`config.mk`:
```
export PLATFORM = sky130hd
export DESIGN_NAME = video_pattern_gen
export DESIGN_NICKNAME = d
export VERILOG_FILES = /design/src/rtl/video_pattern_gen.sv
export SDC_FILE = /design/constraint.sdc
export NUM_CORES = 1
export LEC_CHECK = 0
export BUFFER_PORTS_ARGS = -buffer_cell sky130_fd_sc_hd__buf_4
export CORE_MARGIN = 10
export CORE_UTILIZATION = 50
export DETAILED_ROUTE_END_ITERATION = 16
export GPL_TIMING_DRIVEN = 0
export PLACE_DENSITY = 0.74
export SYNTH_ARGS = -nofsm -noshare
export SYNTH_HDL_FRONTEND = slang
export SYNTH_SLANG_ARGS = --single-unit
```
`constraint.sdc`:
```
create_clock -name clk -period 2.2 [get_ports clk]
set_input_delay 0.22 -clock clk [delete_from_list [all_inputs] [get_ports clk]]
set_output_delay 0.22 -clock clk [all_outputs]
set_load 0.02 [all_outputs]
```
`src/rtl/video_pattern_gen.sv`:
```
// Video timing and RGB test-pattern source (vsync/hsync/de plus four patterns).
// Optional MOVING_PATTERN_EN adds a per-frame counter that scrolls patterns 1/2.
module video_pattern_gen #(
  parameter int VSW  = 1,
  parameter int VBP  = 1,
  parameter int VACT = 4,
  parameter int VFP  = 1,
  parameter int HSW  = 1,
  parameter int HBP  = 2,
  parameter int HACT = 10,
  parameter int HFP  = 2
) (
  input  logic       clk,
  input  logic       rstn,
  input  logic       i_en,
  input  logic [1:0] i_pat_sel,
  output logic       o_vsync,
  output logic       o_hsync,
  output logic       o_de,
  output logic [9:0] o_r_data,
  output logic [9:0] o_g_data,
  output logic [9:0] o_b_data,
  output logic       o_frame_start,
  output logic       o_busy
);

  localparam logic [7:0] H_SYNC_END = 8'(HSW);
  localparam logic [7:0] H_ACT_BEG  = 8'(HSW + HBP);
  localparam logic [7:0] H_ACT_END  = 8'(HSW + HBP + HACT);
  localparam logic [7:0] H_LAST     = 8'(HSW + HBP + HACT + HFP - 1);
  localparam logic [7:0] V_SYNC_END = 8'(VSW);
  localparam logic [7:0] V_ACT_BEG  = 8'(VSW + VBP);
  localparam logic [7:0] V_ACT_END  = 8'(VSW + VBP + VACT);
  localparam logic [7:0] V_LAST     = 8'(VSW + VBP + VACT + VFP - 1);
  localparam logic [5:0] X_OFS      = 6'(HSW + HBP);
  localparam logic [5:0] Y_OFS      = 6'(VSW + VBP);

  typedef enum logic {IDLE, RUN} state_t;

  state_t     state, state_nxt;
  logic       en_q;
  logic [7:0] h_cnt, h_nxt, v_cnt, v_nxt;
  logic [1:0] pat, pat_nxt;
  logic       run, de_c;
  logic [5:0] x, y, xm;
  logic [9:0] r_c, g_c, b_c;

  // Frame boundaries are the only place the run request and pattern are honoured,
  // so a dropped i_en always lets the current frame finish.
  always_comb begin
    // NOTE: every signal gets a default first so no path leaves it unassigned (no latch).
    state_nxt = state;
    h_nxt     = h_cnt;
    v_nxt     = v_cnt;
    pat_nxt   = pat;
    case (state)
      IDLE: begin
        h_nxt = '0;
        v_nxt = '0;
        if (en_q) begin
          state_nxt = RUN;
          pat_nxt   = i_pat_sel;
        end
      end
      RUN: begin
        if (h_cnt == H_LAST) begin
          h_nxt = '0;
          if (v_cnt == V_LAST) begin
            v_nxt = '0;
            if (en_q) pat_nxt = i_pat_sel;
            else      state_nxt = IDLE;
          end else begin
            v_nxt = v_cnt + 8'd1;
          end
        end else begin
          h_nxt = h_cnt + 8'd1;
        end
      end
      default: state_nxt = IDLE;
    endcase
  end

  // NOTE: sequential state uses non-blocking assignments so all flops update together.
  always_ff @(posedge clk or negedge rstn) begin
    if (!rstn) begin
      state <= IDLE;
      en_q  <= 1'b0;
      h_cnt <= '0;
      v_cnt <= '0;
      pat   <= '0;
    end else begin
      state <= state_nxt;
      en_q  <= i_en;
      h_cnt <= h_nxt;
      v_cnt <= v_nxt;
      pat   <= pat_nxt;
    end
  end

`ifdef MOVING_PATTERN_EN
  logic [5:0] frame_cnt;

  always_ff @(posedge clk or negedge rstn) begin
    if (!rstn)                                              frame_cnt <= '0;
    else if (state == IDLE)                                 frame_cnt <= '0;
    else if (h_cnt == H_LAST && v_cnt == V_LAST && en_q)    frame_cnt <= frame_cnt + 6'd1;
  end
`endif

  assign run  = (state == RUN);
  assign de_c = run && (v_cnt >= V_ACT_BEG) && (v_cnt < V_ACT_END)
                    && (h_cnt >= H_ACT_BEG) && (h_cnt < H_ACT_END);
  // Coordinates wrap mod 64; they are only meaningful inside the active window.
  assign x    = h_cnt[5:0] - X_OFS;
  assign y    = v_cnt[5:0] - Y_OFS;
`ifdef MOVING_PATTERN_EN
  assign xm   = x + frame_cnt;
`else
  assign xm   = x;
`endif

  always_comb begin
    r_c = '0;
    g_c = '0;
    b_c = '0;
    if (de_c) begin
      case (pat)
        2'd0: begin
          r_c = 10'h200;
          g_c = 10'h200;
          b_c = 10'h200;
        end
        2'd1: begin
          r_c = {xm, 4'b0};
          g_c = {xm, 4'b0};
          b_c = {xm, 4'b0};
        end
        2'd2: begin
          r_c = {10{xm[2]}};
          g_c = {10{xm[1]}};
          b_c = {10{xm[0]}};
        end
        default: begin
          r_c = {4'b0, x};
          g_c = {4'b0, y};
`ifdef MOVING_PATTERN_EN
          b_c = {4'b0, frame_cnt};
`else
          b_c = 10'h155;
`endif
        end
      endcase
    end
  end

  // NOTE: only control/datapath flops exist here, so all of them take the async reset.
  always_ff @(posedge clk or negedge rstn) begin
    if (!rstn) begin
      o_vsync       <= 1'b0;
      o_hsync       <= 1'b0;
      o_de          <= 1'b0;
      o_r_data      <= '0;
      o_g_data      <= '0;
      o_b_data      <= '0;
      o_frame_start <= 1'b0;
      o_busy        <= 1'b0;
    end else begin
      o_vsync       <= run && (v_cnt < V_SYNC_END);
      o_hsync       <= run && (h_cnt < H_SYNC_END);
      o_de          <= de_c;
      o_r_data      <= r_c;
      o_g_data      <= g_c;
      o_b_data      <= b_c;
      o_frame_start <= run && (h_cnt == 8'd0) && (v_cnt == 8'd0);
      o_busy        <= run;
    end
  end

endmodule

```
==> impl_metrics.csv <==
group,metric,value,unit
routing,wl_per_cell,15.1,um
cts,cts_tree,"built",
timing,hold_ws,0.141,ns
hold_path,hp-start,"i_pat_sel[1]",
floorplan,die_w,90.6,um
timing,rsz0062_at_grt,"false",
routing,detail_route.first_pass.iterations,4,
floorplan,rows,25,
run_status,status,"completed",
floorplan,die-area,8200,um^2
timing,finalHoldViolCount,0,
worst_setup_path,critPathCaptureType,"flip-flop",
cts,clk_pin_slew,0.10,ns
timing,slew_headroom,47.8,%
timing,setup_violations,0,
worst_setup_path,cp.required,2.40,ns
worst_setup_path,critPathMostFrequentCell,"buf_6",
synth,synthFlopType,"dfrtp_1",
floorplan,pin_count,40,
layout,drive_gt1_share,26.6,%
floorplan,core,4790,um^2
synth,synth_cell_types,43,
synth,seq_area_frac_synth,53.3,%
timing,slew_violations,0,
power_and_ir_drop,p_leak,0.00143,uW
routing,totalWireLength,5340,um
synth,ys_ff_latch,53,
synth,synth-async-reset-ratio,100,%
placed_design,hpwlAfterDp,3840,um
routing,avgViaCountPerCell,5.20,
grt,grt_antenna_before_repair,0,
timing,fin_crit,2.11,ns
floorplan,die_h,90.6,um
timing,fin_crit_sh,95.7,%
cts,clock-root-buffer,"clkbuf_8",
worst_setup_path,slowest_stage,"or4_4",
floorplan,initial_core_util,52.0,%
worst_setup_path,critical_path_class,"reg2reg",
layout,antennaDiodeCount,0,
timing,clock_skew,0.00988,ns
cts,cts.sinks,53,
grt,grt_pass1_wl,9070,um
layout,utilization,63.4,%
layout,layout.nets,299,
synth,synth_edf_count,0,
synth,synth_nets,250,
synth,syn_inst,236,
hold_path,min_path_type,"in2reg",
layout,area_growth,21.9,%
worst_setup_path,cp_slowest_stage_delay,0.56,ns
worst_setup_path,path_cells,"buf_6, and2_4, buf_6, a221o_1, or4_4, a2111oi_4",
placed_design,port_buffers,39,
grt,grt_pass1_vias,1816,
routing,first_iter_violations,56,
synth,avgSynthCellArea,10.5,um^2
synth,yosysWarnings,0,
timing,achievable-frequency,475,MHz
worst_setup_path,arrival,2.31,ns
grt,grt_max_degree,54,
routing,ant_nets,0,
grt,grt_overflow,0,
timing,tightest_slew,0.783,ns
worst_setup_path,crit_start,"h_cnt[2]$_DFF_PN0_",
routing,drc,0,
cts,htreeDepth,2,
cts,cts_buffers,5,
placed_design,post-place-ws,-0.153,ns
flow_run,drv_cap,0,
timing,finalWorstSetupSlack,0.0936,ns
synth,netlist_area,2490,um^2
power_and_ir_drop,powerDensity,1210,nW/um^2
routing,vias,1837,
grt,grt_use_total,13.5,%
timing,timing.setup.tns,0,ns
power_and_ir_drop,irDropWorstVdd,0.619,mV
placed_design,place_congestion,0.829,
cts,cts.path.max_buffers,2,
worst_setup_path,worst-path-max-fanout,10,
worst_setup_path,crit-reg2reg-launch,"h_cnt[2]$_DFF_PN0_",
worst_setup_path,start_kind,"flip-flop",
cts,clk_latency,0.31,ns
## routing by layer
layer  wire (um)  global-route usage, %
met1        2400                   16.4
met2        2580                   21.9
met3         275                   4.16
met4          85                   5.17
met5           0                      0
## report_power, final
part / total, uW / switching (uW) / internal, uW
clock: 542 / 318 / 225
sequential: 1330 / 144 / 1190
combinational: 1800 / 1080 / 718
## Yosys cell counts, types with 4 or more instances
cell / count / share of area (%)
buf_6: 5 / 2.3
ha_1: 9 / 4.5
nor2_1: 20 / 3.0
inv_1: 10 / 1.5
dfrtp_1: 53 / 53
clkbuf_1: 7 / 1.1
xor2_1: 10 / 3.5
a21oi_1: 17 / 3.4
nand3_1: 9 / 1.8
nor3_1: 4 / 0.80
a211oi_2: 4 / 2.0
nand2_1: 21 / 3.2
o21ai_0: 12 / 2.4
nand4_1: 5 / 1.3
and3_1: 5 / 1.3
## worst max-delay path, delay by kind of cell, from the launching register on
family / cells / cell delay [ns]
and+or+nand+nor: 2 / 0.71
AOI/OAI and AO/OA: 2 / 0.64
DFF: 1 / 0.39
buffers and inverters: 2 / 0.26
## final timing paths
check,depth (start not counted),to,slack [ns]
min reg2reg,2,run$_DFF_PN0_,0.51
min in group asynchronous,2,o_b_data[3]$_DFF_PN0_,0.47
min,2,pat[1]$_DFFE_PN0P_,0.14
max reg2reg,6,o_g_data[2]$_DFF_PN0_,0.09
max,6,o_g_data[2]$_DFF_PN0_,0.09
max in group asynchronous,2,h_cnt[1]$_DFF_PN0_,1.28
## cell families after synthesis
family | count (synthesis) | share of synthesized area [%]
buffers and inverters | 28 | 6.23
AOI/OAI and AO/OA | 49 | 13.8
and+or+nand+nor | 81 | 16.3
DFF | 53 | 53.3
adders and majority gates | 10 | 4.93
muxes | 2 | 0.905
xor gates and xnor gates | 13 | 4.58
## repair_timing
| item | in CTS | in global routing |
|---|---|---|
| gates cloned | 0 | 0 |
| endpoints found under the hold margin | 54 | 0 |
| setup endpoints to repair | 29 | 9 |
| hold buffers | 2 | 0 |
| setup buffers | 2 | 0 |
| pin swaps | 0 | 1 |
| gates resized for setup | 6 | 5 |
## flip-flops by register name, indices dropped and copies added, names as in the netlist
name           flops
o_b_data           8
v_cnt              8
o_hsync            1
pat                2
o_busy             1
o_vsync            1
h_cnt              8
o_frame_start      1
o_r_data          10
run                1
o_g_data          10
en_q               1
o_de               1
## cells in the final DEF (no fill, tap or decap), types with 4 or more instances in the layout
cell type | synthesis | routed
dfrtp_1 | 53 | 52
buf_4 | 3 | 44
nand2_1 | 21 | 21
nor2_1 | 20 | 20
a21oi_1 | 17 | 17
o21ai_0 | 12 | 12
xor2_1 | 10 | 10
inv_1 | 10 | 9
nand3_1 | 9 | 9
ha_1 | 9 | 8
clkbuf_1 | 7 | 7
clkbuf_8 | 0 | 6
nand4_1 | 5 | 5
and3_1 | 5 | 5
buf_6 | 5 | 4
nor3_1 | 4 | 4
a211oi_2 | 4 | 4
## layout make-up
| class | count | area (um^2) |
|---|---|---|
| Fill cell | 397 | 1750 |
| Sequential cell | 53 | 1330 |
| Multi-Input combinational cell | 155 | 1050 |
| Timing Repair Buffer | 43 | 328 |
| Buffer | 16 | 113 |
| Tap cell | 67 | 83.8 |
| Clock buffer | 6 | 72.6 |
| Inverter | 11 | 43.8 |
| Clock inverter | 2 | 15.0 |
## per-stage QoR
| stage | power (uW) | instance area, um^2 | instances |
|---|---|---|---|
| after floorplan | 2520 | 2490 | 236 |
| after global placement | 3020 | 2870 | 342 |
| after detailed placement | 3050 | 2870 | 342 |
| after CTS | 3650 | 3000 | 353 |
| after global routing | 3930 | 3030 | 353 |
| final | 3670 | 3030 | 353 |
(Power assumes the default switching activity.)
